## src/rtl/hpu_regmap_pkg.sv

```systemverilog
// Register offsets, identification word and reset constants for the HPU register map.
package hpu_regmap_pkg;

  localparam int unsigned REG_ID          = 32'h000;
  localparam int unsigned REG_CTRL        = 32'h004;
  localparam int unsigned REG_INTR_STATUS = 32'h008;
  localparam int unsigned REG_INTR_MASK   = 32'h00C;
  localparam int unsigned REG_SCRATCH     = 32'h010;
  localparam int unsigned REG_BUSY_CYCLES = 32'h014;
  localparam int unsigned REG_CFG_BASE    = 32'h020;

  localparam int unsigned INTR_W = 8;

  localparam logic [31:0]       HPU_ID   = 32'h4850_0001;
  localparam logic [31:0]       RST_WORD = 32'h0000_0000;
  localparam logic [INTR_W-1:0] RST_INTR = 8'h00;

endpackage

```

## src/rtl/hpu_regmap_slave_intr.sv

```systemverilog
// Interrupt status/mask block: W1C status with event-set priority and a registered level output.
module hpu_intr_ctrl
  import hpu_regmap_pkg::*;
(
  input  logic              clk,
  input  logic              resetn,
  input  logic [INTR_W-1:0] evt,
  input  logic              status_we,
  input  logic              mask_we,
  input  logic [INTR_W-1:0] wdata,
  output logic [INTR_W-1:0] status,
  output logic [INTR_W-1:0] mask,
  output logic [INTR_W-1:0] intr
);

  logic [INTR_W-1:0] clr_c;

  assign clr_c = status_we ? wdata : RST_INTR;

  // Events OR in after the clear so a same-cycle set always wins.
  always_ff @(posedge clk) begin
    if (!resetn) begin
      status <= RST_INTR;
      mask   <= RST_INTR;
      intr   <= RST_INTR;
    end else begin
      intr   <= status & mask;
      status <= (status & ~clr_c) | evt;
      if (mask_we) mask <= wdata;
    end
  end

endmodule

```

## src/rtl/hpu_regmap_slave.sv

```systemverilog
// Register-map slave terminating the PicoRV32 riscv_regmap bus: HPU control, config and status.
module hpu_regmap_slave
  import hpu_regmap_pkg::*;
#(
  parameter int unsigned DPU_REG_ADDR_WTH = 13,
  parameter int unsigned DPU_REG_DATA_WTH = 32,
  parameter int unsigned NUM_CFG          = 8
) (
  input  logic                                  clk,
  input  logic                                  resetn,
  input  logic [DPU_REG_ADDR_WTH-1:0]           riscv_regmap__waddr_i,
  input  logic                                  riscv_regmap__we_i,
  input  logic [DPU_REG_DATA_WTH-1:0]           riscv_regmap__wdata_i,
  input  logic [DPU_REG_ADDR_WTH-1:0]           riscv_regmap__raddr_i,
  input  logic                                  riscv_regmap__re_i,
  output logic [DPU_REG_DATA_WTH-1:0]           riscv_regmap__rdata_o,
  output logic                                  riscv_regmap__rdata_act_o,
  output logic [INTR_W-1:0]                     riscv_regmap__intr_o,
  input  logic [INTR_W-1:0]                     hpu_evt_i,
  output logic                                  hpu_start_o,
  output logic [NUM_CFG*DPU_REG_DATA_WTH-1:0]   hpu_cfg_o
);

  localparam int unsigned AW = DPU_REG_ADDR_WTH;
  localparam int unsigned DW = DPU_REG_DATA_WTH;

  localparam logic [0:0] ST_IDLE = 1'b0;
  localparam logic [0:0] ST_ACK  = 1'b1;

  logic [AW-1:0]              waddr_al;
  logic [AW-1:0]              raddr_al;
  logic                       unused_addr_lsb;
  logic                       wr_ctrl, wr_status, wr_mask, wr_scratch;
  logic                       start_c;
  logic                       busy;
  logic [DW-1:0]              busy_cycles;
  logic [DW-1:0]              scratch;
  logic [NUM_CFG-1:0][DW-1:0] cfg;
  logic [INTR_W-1:0]          intr_status, intr_mask;
  logic [0:0]                 state, state_d;
  logic                       rd_take_c;
  logic [DW-1:0]              rd_mux_c;

  // Byte lanes are not supported; the two LSBs are dropped.
  assign waddr_al        = {riscv_regmap__waddr_i[AW-1:2], 2'b00};
  assign raddr_al        = {riscv_regmap__raddr_i[AW-1:2], 2'b00};
  assign unused_addr_lsb = ^{riscv_regmap__waddr_i[1:0], riscv_regmap__raddr_i[1:0]};

  assign wr_ctrl    = riscv_regmap__we_i && (waddr_al == AW'(REG_CTRL));
  assign wr_status  = riscv_regmap__we_i && (waddr_al == AW'(REG_INTR_STATUS));
  assign wr_mask    = riscv_regmap__we_i && (waddr_al == AW'(REG_INTR_MASK));
  assign wr_scratch = riscv_regmap__we_i && (waddr_al == AW'(REG_SCRATCH));
  assign start_c    = wr_ctrl && riscv_regmap__wdata_i[0];

  assign hpu_cfg_o = cfg;

  hpu_intr_ctrl u_intr (
    .clk       (clk),
    .resetn    (resetn),
    .evt       (hpu_evt_i),
    .status_we (wr_status),
    .mask_we   (wr_mask),
    .wdata     (riscv_regmap__wdata_i[INTR_W-1:0]),
    .status    (intr_status),
    .mask      (intr_mask),
    .intr      (riscv_regmap__intr_o)
  );

  // Writable registers, start pulse, busy flag and saturating busy counter.
  always_ff @(posedge clk) begin
    if (!resetn) begin
      hpu_start_o <= 1'b0;
      busy        <= 1'b0;
      busy_cycles <= DW'(RST_WORD);
      scratch     <= DW'(RST_WORD);
      cfg         <= '0;
    end else begin
      hpu_start_o <= start_c;
      if (wr_scratch) scratch <= riscv_regmap__wdata_i;
      for (int k = 0; k < int'(NUM_CFG); k++) begin
        if (riscv_regmap__we_i && (waddr_al == AW'(REG_CFG_BASE + 4 * k)))
          cfg[k] <= riscv_regmap__wdata_i;
      end
      if (start_c) begin
        busy_cycles <= '0;
      end else if (busy && (busy_cycles != '1)) begin
        busy_cycles <= busy_cycles + DW'(1);
      end
      if (start_c) begin
        busy <= 1'b1;
      end else if (hpu_evt_i[0]) begin
        busy <= 1'b0;
      end
    end
  end

  // Read mux on pre-edge register values.
  always_comb begin
    rd_mux_c = '0;
    if (raddr_al == AW'(REG_ID))          rd_mux_c = DW'(HPU_ID);
    if (raddr_al == AW'(REG_CTRL))        rd_mux_c = DW'(busy);
    if (raddr_al == AW'(REG_INTR_STATUS)) rd_mux_c = DW'(intr_status);
    if (raddr_al == AW'(REG_INTR_MASK))   rd_mux_c = DW'(intr_mask);
    if (raddr_al == AW'(REG_SCRATCH))     rd_mux_c = scratch;
    if (raddr_al == AW'(REG_BUSY_CYCLES)) rd_mux_c = busy_cycles;
    for (int k = 0; k < int'(NUM_CFG); k++) begin
      if (raddr_al == AW'(REG_CFG_BASE + 4 * k)) rd_mux_c = cfg[k];
    end
  end

  // Ack FSM: ACK state blocks sampling, so a held request is re-taken every other cycle.
  always_ff @(posedge clk) begin
    if (!resetn) state <= ST_IDLE;
    else         state <= state_d;
  end

  always_comb begin
    state_d   = state;
    rd_take_c = 1'b0;
    case (state)
      ST_IDLE: begin
        if (riscv_regmap__re_i) begin
          rd_take_c = 1'b1;
          state_d   = ST_ACK;
        end
      end
      ST_ACK:  state_d = ST_IDLE;
      default: state_d = ST_IDLE;
    endcase
  end

  always_ff @(posedge clk) begin
    if (!resetn) begin
      riscv_regmap__rdata_act_o <= 1'b0;
      riscv_regmap__rdata_o     <= DW'(RST_WORD);
    end else begin
      riscv_regmap__rdata_act_o <= rd_take_c;
      if (rd_take_c) riscv_regmap__rdata_o <= rd_mux_c;
    end
  end

endmodule

```

## config.mk

```make
export PLATFORM = sky130hd
export DESIGN_NAME = hpu_regmap_slave
export DESIGN_NICKNAME = d
export VERILOG_FILES = /design/src/rtl/hpu_regmap_pkg.sv /design/src/rtl/hpu_regmap_slave_intr.sv /design/src/rtl/hpu_regmap_slave.sv
export SDC_FILE = /design/constraint.sdc
export NUM_CORES = 1
export LEC_CHECK = 0
export ABC_AREA = 1
export BUFFER_PORTS_ARGS = -buffer_cell sky130_fd_sc_hd__clkbuf_2
export CORE_ASPECT_RATIO = 1.25
export CORE_UTILIZATION = 38
export DETAILED_ROUTE_END_ITERATION = 8
export GPL_TIMING_DRIVEN = 0
export PLACE_DENSITY = 0.62
export SLEW_MARGIN = 10
export SYNTH_ARGS = -nofsm -noshare
export SYNTH_HDL_FRONTEND = slang
export SYNTH_SLANG_ARGS = --single-unit
```

## constraint.sdc

```tcl
create_clock -name clk -period 5.5 [get_ports clk]
set_input_delay 1.65 -clock clk [delete_from_list [all_inputs] [get_ports clk]]
set_output_delay 1.65 -clock clk [all_outputs]
set_load 0.005 [all_outputs]
```

* Word-level counts from Yosys, hierarchy flattened *
Index checks and enable logic that the tools add are counted.

storage, ports and cells
  logic and storage cells = 88
  memories = 0
  bits in registers = 380
  output and inout port bits = 298
  bits in latches = 0
  input port bits = 70
  RAM bits = 0
  ROM bits = 0

cells by class
  equality and inequality tests = 26
  shift operators = 0
  multiplexer cells = 20
  reductions and logical operators = 17
  add/subtract/negate cells = 1
  div/mod/pow operators = 0
  bitwise gates (word level) = 6
  $mul = 0
  order comparisons = 0

operator list
  kind                     count
  $mux W32                 13
  $eq A11 B4 Y1 const B    16
  $eq A11 B2 Y1 const B    4
  $eq A11 B3 Y1 const B    3
  $add A32 B1 Y32 const B  1
  $ne A32 B32 Y1 const B   1
  $mux W31                 1
  $eq A11 B1 Y1 const B    2
  $and A8 B8 Y8            2
  $logic_and A1 B1 Y1      14
  $logic_not A13 Y1        1
  $mux W8                  1
  $not A8 Y8               1
  $or A8 B8 Y8             1
  $mux W1                  4
  $not A1 Y1               2
  $pmux W1 S2              1
  $reduce_bool A2 Y1       1
  $reduce_or A2 Y1         1

* Logic depth before layout (Yosys ltp) *
  word-level depth = 15
  depth in mapped cells = 14
  depth with buffers taken out = 13

* Cells and area by module *
From an unflattened synthesis, not the netlist that was laid out.

second synthesis, totals
  cells, all modules = 2244
  area total of the unflattened synthesis = 16293.1 um^2

by module, submodules not included
  module            sequential area each (um^2)  area each (um^2)  instances  cells an instance
  hpu_regmap_slave  7106.8                       15491.1           1          2144
  hpu_intr_ctrl     480.5                        802.0             1          100

* Worst setup path after synthesis *
Ideal clock, no wire load.

  path kind = input to register
  start = in riscv_regmap__raddr_i[10]
  end = reg riscv_regmap__rdata_o[2]
  stages = 14
  data required time = 5.368 ns
  library setup time = 0.132 ns
  buffers on the path = 3
  arrival = 2.898 ns
  slack = 2.470 ns
  cells stage by stage = inv_1 > nand2_2 > buf_6 > inv_2 > buf_6 > nand2_2 > buf_4 > nor2_1 > nor3_1 > nand4_1 > nor2_1 > nand4_1 > nand2_1 > a21oi_1

on the way
  cells in the longest elaborated chain, start to end = 14
  elaborated cells on any way between the ends = 26
  those cells by class = eq/ne (13); mux (13)

ends and longest elaborated chain
  item                   RTL line                 source
  from (decl)            hpu_regmap_slave.sv:14   input logic [DPU_REG_ADDR_WTH-1:0] riscv_regmap__raddr_i,
  $eq A11 B1 Y1          hpu_regmap_slave.sv:101  if (raddr_al == AW'(REG_CTRL)) rd_mux_c = DW'(busy);
  $mux W32               hpu_regmap_slave.sv:101
  $mux W32               hpu_regmap_slave.sv:102  if (raddr_al == AW'(REG_INTR_STATUS)) rd_mux_c = DW'(intr_status);
  $mux W32               hpu_regmap_slave.sv:103  if (raddr_al == AW'(REG_INTR_MASK)) rd_mux_c = DW'(intr_mask);
  $mux W32               hpu_regmap_slave.sv:104  if (raddr_al == AW'(REG_SCRATCH)) rd_mux_c = scratch;
  $mux W32               hpu_regmap_slave.sv:105  if (raddr_al == AW'(REG_BUSY_CYCLES)) rd_mux_c = busy_cycles;
  $mux W32 (7 in a row)  hpu_regmap_slave.sv:107  if (raddr_al == AW'(REG_CFG_BASE + 4 * k)) rd_mux_c = cfg[k];
  $mux W32 *             hpu_regmap_slave.sv:107
  to (signal assigned)   hpu_regmap_slave.sv:135  riscv_regmap__rdata_o <= DW'(RST_WORD);
  to (signal assigned)   hpu_regmap_slave.sv:138  if (rd_take_c) riscv_regmap__rdata_o <= rd_mux_c;
  to (decl)              hpu_regmap_slave.sv:16   output logic [DPU_REG_DATA_WTH-1:0] riscv_regmap__rdata_o,

Mark *: on every way between the ends. The rest lies on a longest branch, timed or not.
A chain may end at the register's enable or synchronous reset.

* Worst setup path after layout *
  start = in riscv_regmap__raddr_i[7]
  end = reg riscv_regmap__rdata_o[24]

The elaborated chain is that of the path after synthesis.

==> results.md <==
* Setup violations, final at 0
* Root buf cell: clkbuf_16
* Hold Slack at 456 ps
* Detail Route Antenna Nets at 0
* Number of synthesized flops with an enable pin at 0
* DR WL/cell at 23.5 um
* Reg power frac at 0.471
* Setup tns final at 0 ps
* Crit-path max FO at 10
* Req. time, crit path at just under 6000 ps
* Die footprint at 44600 um^2
* RSZ-0062 raised after global routing: false
* Cell Area, Synth at 16600 um^2
* Vias per inst at 5.42
* Mapped Cells at 2220
* Clk_lat worst skew at 560 ps
* Layout Nets at 2696
* Initial DRC count at 1465
* Sw Pwr at 1420 uW
* Slew headroom at 0.289
* CTS sink cnt at 379
* Synth-to-Final Area Change at 23.5%
* Gate power share at 0.043
* Synth Register Bits at 379
* Hold buffer count at CTS at 0
* GRT Util Overall at 0.329
* Hold WC Path Type: flip-flop to flip-flop
* Congestion Overflow GR at 0
* Initial antenna violation count at 2
* Placed wire-length estimate at just over 60 mm
* # Max-Cap Violations at 0
* CTS Buffer Depth at 3
* CP Data Arrival Time at slightly below 4000 ps
* N_diodes at 0
* Maximum clock frequency at 290 MHz
* DIE HEIGHT at around 240 um
* WL final at 75.6 mm
* Clock Pin Slew Worst Setup and Hold Paths at ~70 ps
* Worst Skew at 12.0 ps
* Internal Dissipation at 4430 uW
* Vias in the first global route at 16703
* Clock network fraction of design power at 0.486
* Setup crit start kind: input port
* VDD IR max at 254 uV
* Cts bufs inserted at 41
* Pwr dens at roughly 280 nW/um^2
* Share of the synthesized area in the top cell type at 0.456
* Synth async-reset ratio at 0
* Yosys cell types at 44
* Count of pins over their slew limit at 0
* Final setup margin at 2050 ps
* Post-CTS Setup Bufs at 0
* YS warnings at 0
* Rows at 85
* Share of layout cells above drive strength 1 at 0.213
* IO Count at 368
* Initial core utilization at 0.386
* Mapped Avg Cell Area at around 7.5 um^2
* Dpl ws at 1580 ps
* Final instance area at 20500 um^2
* Mapped Nets at roughly 2300
* Status: completed
* Prevailing post-synth register cell: dfxtp_1
* Yosys top cell by area: dfxtp_1
* H-tree levels at 2
* Final period util at 0.628
* Area post-placement at 19200 um^2
* Pin slew with the least headroom to its limit at 1060 ps
* Drc violations at 0
* Setup CP Type: input port to flip-flop
* Crit end category: flip-flop
* Initial DRT Pass Iterations at 5
* Sequential fraction of the synthesis area at 0.456
* Sw Share at 0.242
* Final Hold Fails at 0
* Pleak at slightly above 0.008 uW
* Width of the die at 189 um
* Final Util at 0.477
* Core Footprint at about 43000 um^2
* Synth top area cells: dfxtp_1 (46%), a21oi_1 (11%), o21ai_0 (8.1%)
* Via count at 17454
* GP Congestion at 1.01
* Post-CTS Resized at 0
* Buffers on Ports at 362
* Largest net degree at the start of global routing at 15
* CTS tree: yes
* Filler Cell Count at about 4500
* Global-route wire length before repair at 108 mm
* Final min period at between 3000 and 4000 ps
## cell type report
class | instances | area [um^2] | share of cell area
multi-input combinational | 1424 | 7360 | 0.359
tap | 565 | 707 | 0.0344
buffer | 135 | 629 | 0.0307
clock buffer | 55 | 1190 | 0.0580
timing repair buffer | 362 | 1810 | 0.0883
inverter | 282 | 1060 | 0.0516
clock inverter | 20 | 176 | 0.00859
sequential | 379 | 7590 | 0.370
## kinds of logic after synthesis
| kind of cell | count (synthesis) | synth area share |
|---|---|---|
| buffers and inverters | 417 | 0.102 |
| and+or+nand+nor | 642 | 0.181 |
| AOI/OAI and AO/OA | 767 | 0.253 |
| adders and majority gates | 1 | 0.000753 |
| DFF | 379 | 0.456 |
| xor gates and xnor gates | 14 | 0.00738 |
## cell usage in the layout, fill, tap and decap left out, drive strengths merged, types with 36 or more instances in the layout
cell type  netlist  final
nand4           47     47
dfxtp          379    379
inv            281    282
clkbuf          94    511
a21oi          368    368
nand2          310    310
buf             41     41
a211oi          66     66
nor3            36     36
nand3           58     58
nor2           164    164
o21ai          302    302
## power groups by stage
stage	combinational (uW)	clock, uW	sequential, uW
2_1_floorplan	120	0	2810
3_3_place_gp	238	0	2810
3_5_place_dp	242	0	2820
4_1_cts	243	2870	2750
5_1_grt	265	2970	2750
6_report	250	2840	2750
## registers in the layout (all words and copies together), names as in the netlist, 8 cells and up
| register | flops |
|---|---|
| hpu_cfg_o | 256 |
| busy_cycles | 32 |
| riscv_regmap__rdata_o | 32 |
| scratch | 32 |
| u_intr.intr | 8 |
| u_intr.mask | 8 |
| u_intr.status | 8 |
## critical path, cell delays in order
cell and delay (ps):
clkbuf_2 80, nor2_2 100, nand2_2 150, inv_2 150
nand2_1 160, nor2_2 390, inv_1 210, buf_2 270
o211ai_1 260, a21oi_1 140, o21bai_1 210, a21oi_1 100
## Yosys cell counts, types with 4 or more instances
cell,instances
inv_2,18
nor2_2,11
o21ai_1,34
inv_1,263
nand4_1,46
nor3_1,26
o211ai_1,9
buf_2,20
a21oi_1,368
buf_4,10
nor4_4,5
nand2_1,297
xor2_1,13
a211oi_1,38
nor2_1,149
nand2_2,12
nor2_4,4
nor3_2,5
dfxtp_1,379
o22ai_1,17
o21ai_0,268
a211oi_2,28
clkbuf_1,94
nor3_4,5
nor4_1,7
nand3_1,56
buf_6,8
nor3b_1,5
## metal layers
metal	up-vias	GRT usage	routed length (um)
li1	8257	-	-
met4	0	0.172	4090
met1	8242	0.393	29600
met3	198	0.0482	4860
met5	-	0	0
met2	757	0.568	37100
## per-stage QoR
step                      total power, uW  instances
final                                5850       3222
after global routing                 5990       3222
after CTS                            5860       3222
after detailed placement             3060       3147
after global placement               3050       3147
after floorplan                      2930       2220
## final timing paths
check	start	end	slack (ps)	depth (start not counted)
worst max-delay path	riscv_regmap__raddr_i[7]	riscv_regmap__rdata_o[24]	2050	12
worst min-delay path	scratch[4]	scratch[4]	460	2
worst max register to register	busy_cycles[0]	busy_cycles[4]	3170	10
worst min register to register	scratch[4]	scratch[4]	460	2
No activity file was read; power rests on OpenSTA's default activity.
